--- src/rtl/p405s_itlb_pkg.sv ---
// Shared types and constants for the ISTLB shadow controller: FSM state
// encoding, default entry count and miss-counter width.
package p405s_itlb_pkg;

  localparam int NUM_ENTRIES_DEF = 4;
  localparam int MISS_CNT_W      = 16;

  typedef enum logic [2:0] {
    ST_IDLE  = 3'd0,
    ST_CMP   = 3'd1,
    ST_REQ   = 3'd2,
    ST_WAIT  = 3'd3,
    ST_FILL  = 3'd4,
    ST_RETRY = 3'd5,
    ST_DRAIN = 3'd6
  } state_e;

endpackage

--- src/rtl/p405s_itlb_victim_ptr.sv ---
// Round-robin victim pointer for the shadow TLB. It steps once per committed
// fill and presents the victim as a one-hot write strobe.
module p405s_itlb_victim_ptr
  import p405s_itlb_pkg::*;
#(
  parameter int NUM_ENTRIES = NUM_ENTRIES_DEF,
  parameter int VIC_W       = $clog2(NUM_ENTRIES)
) (
  input  logic                   clk,
  input  logic                   rst_n,
  input  logic                   advance,
  output logic [NUM_ENTRIES-1:0] onehot
);

  logic [VIC_W-1:0] ptr;

  // NUM_ENTRIES is a power of two, so the natural wrap is the modulo.
  always_ff @(posedge clk) begin
    if (!rst_n) begin
      ptr <= '0;
    end else if (advance) begin
      ptr <= ptr + VIC_W'(1);
    end
  end

  assign onehot = NUM_ENTRIES'(1) << ptr;

endmodule

--- src/rtl/p405s_itlb_shadow_ctl.sv ---
// ISTLB shadow sequencer: qualifies compare hits, runs UTLB lookups on a miss
// and refills a round-robin victim. Optional miss counter: P405S_ITLB_SHADOW_PERF_EN.
module p405s_itlb_shadow_ctl
  import p405s_itlb_pkg::*;
#(
  parameter int NUM_ENTRIES = NUM_ENTRIES_DEF,
  parameter int VIC_W       = $clog2(NUM_ENTRIES)
) (
  input  logic                   CB,
  input  logic                   Reset_NEG,
  input  logic                   isReq,
  input  logic                   msrIrL2,
  input  logic [NUM_ENTRIES-1:0] entryHit,
  input  logic                   isFlush,
  input  logic                   utlbAck,
  input  logic                   utlbHit,
  output logic                   CompE2,
  output logic [NUM_ENTRIES-1:0] writeShadow,
  output logic                   isAbort_NEG,
  output logic [NUM_ENTRIES-1:0] entryValid,
  output logic                   utlbReq,
  output logic                   isStall,
  output logic                   isMissExc,
`ifdef P405S_ITLB_SHADOW_PERF_EN
  output logic [MISS_CNT_W-1:0]  missCnt,
`endif
  output logic [2:0]             dbg_state
);

  state_e                 state;
  state_e                 state_nxt;
  logic                   hit;
  logic                   fill_en;
  logic [NUM_ENTRIES-1:0] victim_oh;
  logic [NUM_ENTRIES-1:0] entry_valid_q;

  assign hit     = |(entryHit & entry_valid_q);
  assign fill_en = (state == ST_FILL) && !isFlush;

  p405s_itlb_victim_ptr #(
    .NUM_ENTRIES (NUM_ENTRIES),
    .VIC_W       (VIC_W)
  ) u_victim_ptr (
    .clk     (CB),
    .rst_n   (Reset_NEG),
    .advance (fill_en),
    .onehot  (victim_oh)
  );

  always_ff @(posedge CB) begin
    if (!Reset_NEG) begin
      state <= ST_IDLE;
    end else begin
      state <= state_nxt;
    end
  end

  // UTLB handshake: utlbReq rises in REQ and stays high through WAIT until the
  // single-cycle utlbAck; utlbHit is only meaningful in the utlbAck cycle.
  // A flushed lookup still owns the UTLB, so DRAIN waits out its utlbAck.
  always_comb begin
    state_nxt = state;
    case (state)
      ST_IDLE: begin
        if (isReq) state_nxt = ST_CMP;
      end
      ST_CMP: begin
        if (hit || !msrIrL2) begin
          state_nxt = isReq ? ST_CMP : ST_IDLE;
        end else begin
          state_nxt = ST_REQ;
        end
      end
      ST_REQ: state_nxt = ST_WAIT;
      ST_WAIT: begin
        if (isFlush) begin
          state_nxt = utlbAck ? ST_IDLE : ST_DRAIN;
        end else if (utlbAck) begin
          state_nxt = utlbHit ? ST_FILL : ST_IDLE;
        end
      end
      ST_FILL:  state_nxt = isFlush ? ST_IDLE : ST_RETRY;
      ST_RETRY: state_nxt = ST_CMP;
      ST_DRAIN: begin
        if (utlbAck) state_nxt = ST_IDLE;
      end
      default: state_nxt = ST_IDLE;
    endcase
  end

  // Outputs are held at their idle levels while reset is asserted.
  always_comb begin
    CompE2      = 1'b0;
    writeShadow = '0;
    isAbort_NEG = 1'b1;
    utlbReq     = 1'b0;
    isStall     = 1'b0;
    isMissExc   = 1'b0;
    if (Reset_NEG) begin
      case (state)
        ST_IDLE: CompE2 = isReq;
        ST_CMP: begin
          if (hit || !msrIrL2) begin
            CompE2 = isReq;
          end else begin
            isStall     = 1'b1;
            isAbort_NEG = 1'b0;
          end
        end
        ST_REQ: begin
          utlbReq = 1'b1;
          isStall = 1'b1;
        end
        ST_WAIT: begin
          utlbReq   = 1'b1;
          isStall   = 1'b1;
          isMissExc = utlbAck && !utlbHit && !isFlush;
        end
        ST_FILL: begin
          isStall     = 1'b1;
          writeShadow = fill_en ? victim_oh : '0;
        end
        ST_RETRY: begin
          CompE2  = 1'b1;
          isStall = 1'b1;
        end
        ST_DRAIN: isStall = 1'b1;
        default: ;
      endcase
    end
  end

  // Flush beats a same-cycle fill so the entry stays invalid.
  always_ff @(posedge CB) begin
    if (!Reset_NEG) begin
      entry_valid_q <= '0;
    end else if (isFlush) begin
      entry_valid_q <= '0;
    end else if (fill_en) begin
      entry_valid_q <= entry_valid_q | victim_oh;
    end
  end

  assign entryValid = entry_valid_q;
  assign dbg_state  = state;

`ifdef P405S_ITLB_SHADOW_PERF_EN
  logic [MISS_CNT_W-1:0] miss_cnt_q;

  always_ff @(posedge CB) begin
    if (!Reset_NEG) begin
      miss_cnt_q <= '0;
    end else if (state == ST_CMP && state_nxt == ST_REQ && miss_cnt_q != '1) begin
      miss_cnt_q <= miss_cnt_q + MISS_CNT_W'(1);
    end
  end

  assign missCnt = miss_cnt_q;
`endif

endmodule

--- config.mk ---
export PLATFORM = sky130hd
export DESIGN_NAME = p405s_itlb_shadow_ctl
export DESIGN_NICKNAME = d
export VERILOG_FILES = /design/src/rtl/p405s_itlb_pkg.sv /design/src/rtl/p405s_itlb_victim_ptr.sv /design/src/rtl/p405s_itlb_shadow_ctl.sv
export SDC_FILE = /design/constraint.sdc
export NUM_CORES = 1
export LEC_CHECK = 0
export ABC_AREA = 1
export CORE_UTILIZATION = 35
export DETAILED_ROUTE_END_ITERATION = 8
export GPL_ROUTABILITY_DRIVEN = 0
export PLACE_DENSITY = 0.69
export SLEW_MARGIN = 10
export SYNTH_ARGS = -nofsm -noshare
export SYNTH_HDL_FRONTEND = slang
export SYNTH_SLANG_ARGS = --single-unit
--- constraint.sdc ---
create_clock -name CB -period 3.4 [get_ports CB]
set_input_delay 0.68 -clock CB [delete_from_list [all_inputs] [get_ports CB]]
set_output_delay 0.68 -clock CB [all_outputs]
set_load 0.005 [all_outputs]
* Yosys cells after proc, flatten, opt, wreduce, memory -nomap -nowiden
Index checks and enable logic that the tools add are counted.
Word-level totals: input port bits 11, output and inout bits 16, logic and storage cells 56, register bits after elaboration 9
Cells by class: equal/unequal tests 9, mux-type cells 26, reductions and logical operators 13, shift operators 1, bitwise gates (word level) 3, add/sub/neg operators 1
Operator list (count):
- 3-bit two-way mux | 7
- 3-bit one-hot mux with 7 select lines | 1
- 1-bit two-way mux | 12
- 4-bit two-way mux | 3
- 3-bit == test (second input constant) | 3
- 3-bit by 2-bit == test with 1-bit output (second input constant) | 2
- 5-bit OR reduction | 1
- 4-bit AND | 1
- 2-bit != test (second input constant) | 2
- 4-bit OR | 1
- 2-bit OR reduction | 2
- 4-bit OR reduction | 1
- 1-bit by 2-bit << shifter with 4-bit output (first input constant) | 1
- 3-bit by 1-bit == test with 1-bit output (second input constant) | 1
- 1-bit logical AND | 3
- 1-bit logical NOT | 3
- 3-bit logical NOT | 1
- 3-bit != test (second input constant) | 1
- 1-bit one-hot mux with 3 select lines | 1
- 3-bit AND reduction | 1
- 2-bit by 1-bit adder with 2-bit output (second input constant) | 1
- 2-bit two-way mux | 1
- 1-bit one-hot mux with 2 select lines | 1
- 1-bit logical OR | 1
- 1-bit NOT | 1

* Depth between registers and ports, before layout
depth in word-level cells 6, mapped depth 8, mapped depth without buffers 8

* Hierarchy
From an unflattened synthesis, not the netlist that was laid out.
Unflattened totals: cells, all modules 98, area, all modules 619.3 µm²
Modules (own cells, without submodules):
- p405s_itlb_shadow_ctl | seq. area each 140.1 µm², instances 1, cells each 81, area an instance 488.0 µm²
- p405s_itlb_victim_ptr | seq. area each 40.0 µm², instances 1, cells each 17, area an instance 131.4 µm²

* Worst setup path before layout
No wires, ideal clock.
path kind input to output, start input entryHit[1], end output isAbort_NEG, path buffers 0, data arrival time 1.198 ns, stages 5, data required time 2.720 ns, setup slack 1.522 ns, cells stage by stage nand2_1 inv_1 nor2_1 nand3b_1 or2_1
On the way: longest elaborated chain between the ends 6
Ends and longest elaborated chain:
- start: declaration | RTL line p405s_itlb_shadow_ctl.sv:13 | input logic [NUM_ENTRIES-1:0] entryHit,
- 4-bit AND | RTL line p405s_itlb_shadow_ctl.sv:37 | assign hit = |(entryHit & entry_valid_q);
- 4-bit OR reduction | RTL line p405s_itlb_shadow_ctl.sv:37
- 1-bit logical OR | RTL line p405s_itlb_shadow_ctl.sv:103 | if (hit || !msrIrL2) begin
- 1-bit two-way mux | RTL line p405s_itlb_shadow_ctl.sv:103
- 1-bit two-way mux | RTL line p405s_itlb_shadow_ctl.sv:100 | case (state)
- 1-bit two-way mux | RTL line p405s_itlb_shadow_ctl.sv:99 | if (Reset_NEG) begin
- end: declaration | RTL line p405s_itlb_shadow_ctl.sv:19 | output logic isAbort_NEG,
Every way passes these cells.

* Worst setup path after layout
start input isFlush, end output isMissExc
On the way: longest elaborated chain between the ends 4
Ends and longest elaborated chain:
- start: declaration | RTL line p405s_itlb_shadow_ctl.sv:14 | input logic isFlush,
- 1-bit logical NOT | RTL line p405s_itlb_shadow_ctl.sv:117 | isMissExc = utlbAck && !utlbHit && !isFlush;
- 1-bit logical AND | RTL line p405s_itlb_shadow_ctl.sv:117
- 1-bit two-way mux | RTL line p405s_itlb_shadow_ctl.sv:100
- 1-bit two-way mux | RTL line p405s_itlb_shadow_ctl.sv:99
- end: declaration | RTL line p405s_itlb_shadow_ctl.sv:23 | output logic isMissExc,
Every way passes these cells.

==> out/qor.txt <==
STATUS
-----------------------------------------------------------------------------------------------------
Status ................................................................................. complete, but fails checks
Violated checks ........................................................................          DRC

PWR
-----------------------------------------------------------------------------------------------------
VDD IR-drop max ........................................................................    0.1418 mV
Proportion of power drawn by flip-flops and latches ....................................        45.6%
Part of the power in the clock network .................................................        32.8%
Sw power ...............................................................................   0.06608 mW
Standby leakage power ..................................................................    0.3716 nW
Logic gate share of total power ........................................................        21.6%
Pwr per Cell Area ...................................................................... 272.6 nW/um2
Switching portion of total power .......................................................       26.54%
Internal power of the cells ............................................................    0.1829 mW

STA
-----------------------------------------------------------------------------------------------------
Setup violations, final ................................................................            0
Setup TNS ..............................................................................         0 ns
Maximum clock frequency ................................................................    341.2 MHz
Worst setup skew after layout ..........................................................  0.001210 ns
Max-slew violations ....................................................................            0
Setup repair after global routing missed its margin ....................................           no
Final period utilization ...............................................................       86.21%
Worst max-slew margin expressed relative to the limit ..................................       76.49%
Slew at the pin closest to its max-slew limit ..........................................    0.3522 ns
Number of failing hold endpoints at the final stage ....................................            0
Period minus WS final ..................................................................     2.931 ns

DETAILED ROUTING
-----------------------------------------------------------------------------------------------------
Post-Route WL ..........................................................................      1488 um
DR vias ................................................................................          681
Vias per inst ..........................................................................        4.864
Iter 0 DRT Violations ..................................................................           18
Detailed Routing Iterations Pass 1 .....................................................            6
Routed wirelength normalized by instance count .........................................     10.63 um
Post-DRT Antenna Nets ..................................................................            0
Remaining routing DRC violations .......................................................            2

WORST SETUP PATH
-----------------------------------------------------------------------------------------------------
Slowest cell on the critical path ...................................................... sky130_fd_sc_hd__clkdlybuf4s50_1
Type of the worst setup path ...........................................................    in -> out
Cell breakdown of the critical path .................................................... clkdlybuf4s50_1 -> inv_1 -> nand2_1 -> nor4_1 -> clkdlybuf4s50_1
Crit-path most repeated cell ........................................................... sky130_fd_sc_hd__clkdlybuf4s50_1
Buf+Inv Stages, Crit Path ..............................................................            3
Critical Path RT .......................................................................      2.72 ns
Setup crit start kind ..................................................................   input port
Maximum fanout along the worst path ....................................................            5
Signal arrival time at the worst endpoint ..............................................      2.25 ns
CP delay by family, top ................................................................ buffers and inverters
Critical path's largest stage delay ....................................................      0.55 ns
Cell count of the worst reg-to-reg path ................................................            5
Sort of element at the end of the critical path ........................................ primary output
Stages on worst setup path .............................................................            5

CLOCK NETWORK
-----------------------------------------------------------------------------------------------------
Clock sinks ............................................................................            9
Clk_lat worst skew .....................................................................      0.26 ns
Number of gates given a new drive strength after cts ...................................            0
Clk Tree Root Cell ..................................................................... sky130_fd_sc_hd__clkbuf_4
Deepest level of the CTS H-tree ........................................................            1
Clock transition at the registers of the reported paths ................................      0.06 ns
Post-CTS setup buffer count ............................................................            0
Number of buffers added by the clock tree synthesis step ...............................            3
Clock tree buffer depth ................................................................            2
CTS Hold Buffers Added .................................................................            0
TritonCTS clock tree ...................................................................         done

LOGIC SYNTHESIS
-----------------------------------------------------------------------------------------------------
Cell area after synthesis ..............................................................    610.6 um2
Synthesized-area fraction occupied by xor and xnor cells ...............................           0%
Post-synthesis share of cell area spent on full adders, half adders and majority gates .       8.197%
Unique cell type count in the Yosys netlist ............................................           22
Count of mapped cells out of synthesis .................................................           95
Main combinational cell family by area after synthesis ................................. simple AND/OR/NAND/NOR gates
Count of synthesis-stage warnings from yosys ...........................................            0
Flop and latch count out of synthesis ..................................................            9
Multiplexer area fraction after synthesis ..............................................           0%
Sequential cell area fraction in the yosys report ......................................       29.51%
Net count after synthesis ..............................................................          110
Share of the synthesized area in compound gates (AO/OA/AOI/OAI) ........................       14.34%
Simple-gate portion of the synthesized area ............................................       35.66%
Syn avg cell area ......................................................................    6.427 um2

RUN
-----------------------------------------------------------------------------------------------------
Total of max-cap violations ............................................................            0

FINISH
-----------------------------------------------------------------------------------------------------
Number of antenna diodes ...............................................................            0
Fraction of layout cells with a size suffix above 1 ....................................       8.065%
Final cell count without fillers .......................................................          140
Area overhead of the layout relative to synthesis ......................................       49.59%
Fin nets ...............................................................................          140

FLOORPLANNING
-----------------------------------------------------------------------------------------------------
Full die area ..........................................................................     1915 um2
Die span in x ..........................................................................     43.77 um
Number of primary I/O pins .............................................................           27
Floorplan Core Area ....................................................................     1559 um2
Placement row count ....................................................................           14
Initial Util ...........................................................................       39.17%
Die H ..................................................................................     43.77 um

GLOBAL ROUTE
-----------------------------------------------------------------------------------------------------
First-pass GRT wire length .............................................................      2421 um
Total routing resource utilization after global routing ................................       17.11%
Largest net degree at the start of global routing ......................................           12
Overflow left after global routing .....................................................            0
Antenna violations before repair .......................................................            0
Via count of the first global-routing pass .............................................          590

PLACEMENT
-----------------------------------------------------------------------------------------------------
Post-Place Cells .......................................................................          136
Final HPWL from detailed placement .....................................................      1180 um
Count of port buffers added during placement ...........................................           26

HOLD PATH
-----------------------------------------------------------------------------------------------------
Cells on Worst Hold Path ...............................................................            2
Hold Path Class ........................................................................   reg -> reg

## cells by family (layout without fill, tap and decap cells)
| kind of cell | after synthesis | after routing |
|---|---|---|
| compound gates | 15 | 15 |
| simple gates | 47 | 47 |
| buf+inv | 20 | 49 |
| fa+ha+maj | 4 | 4 |
| flops | 9 | 9 |
## metal layers
layer  vias up  global-route usage [%]  share of wire [%]
met4         0                   9.375                1.8
met5         -                       0                  0
li1        357                       -                  -
met3         4                   2.500                6.3
met2        24                   26.87                 43
met1       296                   22.39                 49
## cell usage after synthesis
cell,count,area (um2)
sky130_fd_sc_hd__a21oi_1,8,40.04
sky130_fd_sc_hd__a21oi_2,1,8.760
sky130_fd_sc_hd__a31oi_1,2,12.51
sky130_fd_sc_hd__a41oi_1,1,8.760
sky130_fd_sc_hd__clkbuf_1,1,3.750
sky130_fd_sc_hd__dfxtp_1,9,180.2
sky130_fd_sc_hd__ha_1,4,50.05
sky130_fd_sc_hd__inv_1,17,63.81
sky130_fd_sc_hd__inv_2,2,7.510
sky130_fd_sc_hd__nand2_1,22,82.58
sky130_fd_sc_hd__nand2_2,2,12.51
sky130_fd_sc_hd__nand3_1,7,35.03
sky130_fd_sc_hd__nand3b_1,1,7.510
sky130_fd_sc_hd__nand4_1,1,6.260
sky130_fd_sc_hd__nor2_1,9,33.78
sky130_fd_sc_hd__nor2_2,1,6.260
sky130_fd_sc_hd__nor3_1,1,5.000
sky130_fd_sc_hd__nor3_4,1,16.27
sky130_fd_sc_hd__nor4_1,1,6.260
sky130_fd_sc_hd__o21a_1,1,7.510
sky130_fd_sc_hd__o21ai_0,2,10.01
sky130_fd_sc_hd__or2_1,1,6.260
## per-stage QoR
stage	area, um2	utilization (%)	worst slack [ns]	hold WS, ns	power, mW
after global routing	913.4	58.59	0.3476	0.5043	0.2594
final	913.4	58.59	0.4688	0.4829	0.2490
after floorplan	610.6	-	1.522	0.4596	0.1402
after global placement	887.1	56.90	0.5304	0.4747	0.1686
after detailed placement	887.1	56.90	0.4838	0.4741	0.1692
after CTS	913.4	58.59	0.4826	0.4840	0.2487
## sequential cells by signal, indices dropped and copies added, names as in the netlist
register          flops
entryValid            4
u_victim_ptr.ptr      2
dbg_state             3
## layout by cell type (no fill, tap or decap)
cell type / n
sky130_fd_sc_hd__a21oi_1: 8
sky130_fd_sc_hd__a21oi_2: 1
sky130_fd_sc_hd__a31oi_1: 2
sky130_fd_sc_hd__a41oi_1: 1
sky130_fd_sc_hd__clkbuf_1: 1
sky130_fd_sc_hd__clkbuf_4: 3
sky130_fd_sc_hd__clkdlybuf4s50_1: 26
sky130_fd_sc_hd__dfxtp_1: 9
sky130_fd_sc_hd__ha_1: 4
sky130_fd_sc_hd__inv_1: 17
sky130_fd_sc_hd__inv_2: 2
sky130_fd_sc_hd__nand2_1: 22
sky130_fd_sc_hd__nand2_2: 2
sky130_fd_sc_hd__nand3_1: 7
sky130_fd_sc_hd__nand3b_1: 1
sky130_fd_sc_hd__nand4_1: 1
sky130_fd_sc_hd__nor2_1: 9
sky130_fd_sc_hd__nor2_2: 1
sky130_fd_sc_hd__nor3_1: 1
sky130_fd_sc_hd__nor3_4: 1
sky130_fd_sc_hd__nor4_1: 1
sky130_fd_sc_hd__o21a_1: 1
sky130_fd_sc_hd__o21ai_0: 2
sky130_fd_sc_hd__or2_1: 1
## worst reg2reg max path: stages (launching register included)
cell,delay (ns)
sky130_fd_sc_hd__dfxtp_1,0.46
sky130_fd_sc_hd__nand2_2,0.14
sky130_fd_sc_hd__nor3_4,0.27
sky130_fd_sc_hd__inv_2,0.10
sky130_fd_sc_hd__o21ai_0,0.16
sky130_fd_sc_hd__a21oi_1,0.06
## path summary, 6_finish.rpt
kind	from	endpoint	slack [ns]
min reg2reg	entryValid[3]	entryValid[3]	0.48
min	entryValid[3]	entryValid[3]	0.48
max	isFlush	isMissExc	0.47
max reg2reg	dbg_state[2]	u_victim_ptr.ptr[0]	2.10
## power by group through the flow
stage               registers [mW]  logic [mW]  clock network [mW]
floorplan                    0.115      0.0250                   0
global placement             0.116      0.0529                   0
detailed placement           0.116      0.0533                   0
CTS                          0.114      0.0536              0.0814
global route                 0.114      0.0602              0.0850
finish                       0.114      0.0537              0.0817
## cell type report
class	count	area [um2]
fill	158	645.6
multi-input combinational	66	355.3
timing repair buffer	26	260.3
sequential	9	180.2
inverter	19	71.32
clock buffer	4	26.28
tap	16	20.02
Note: power is estimated with default switching activity, not from simulation.
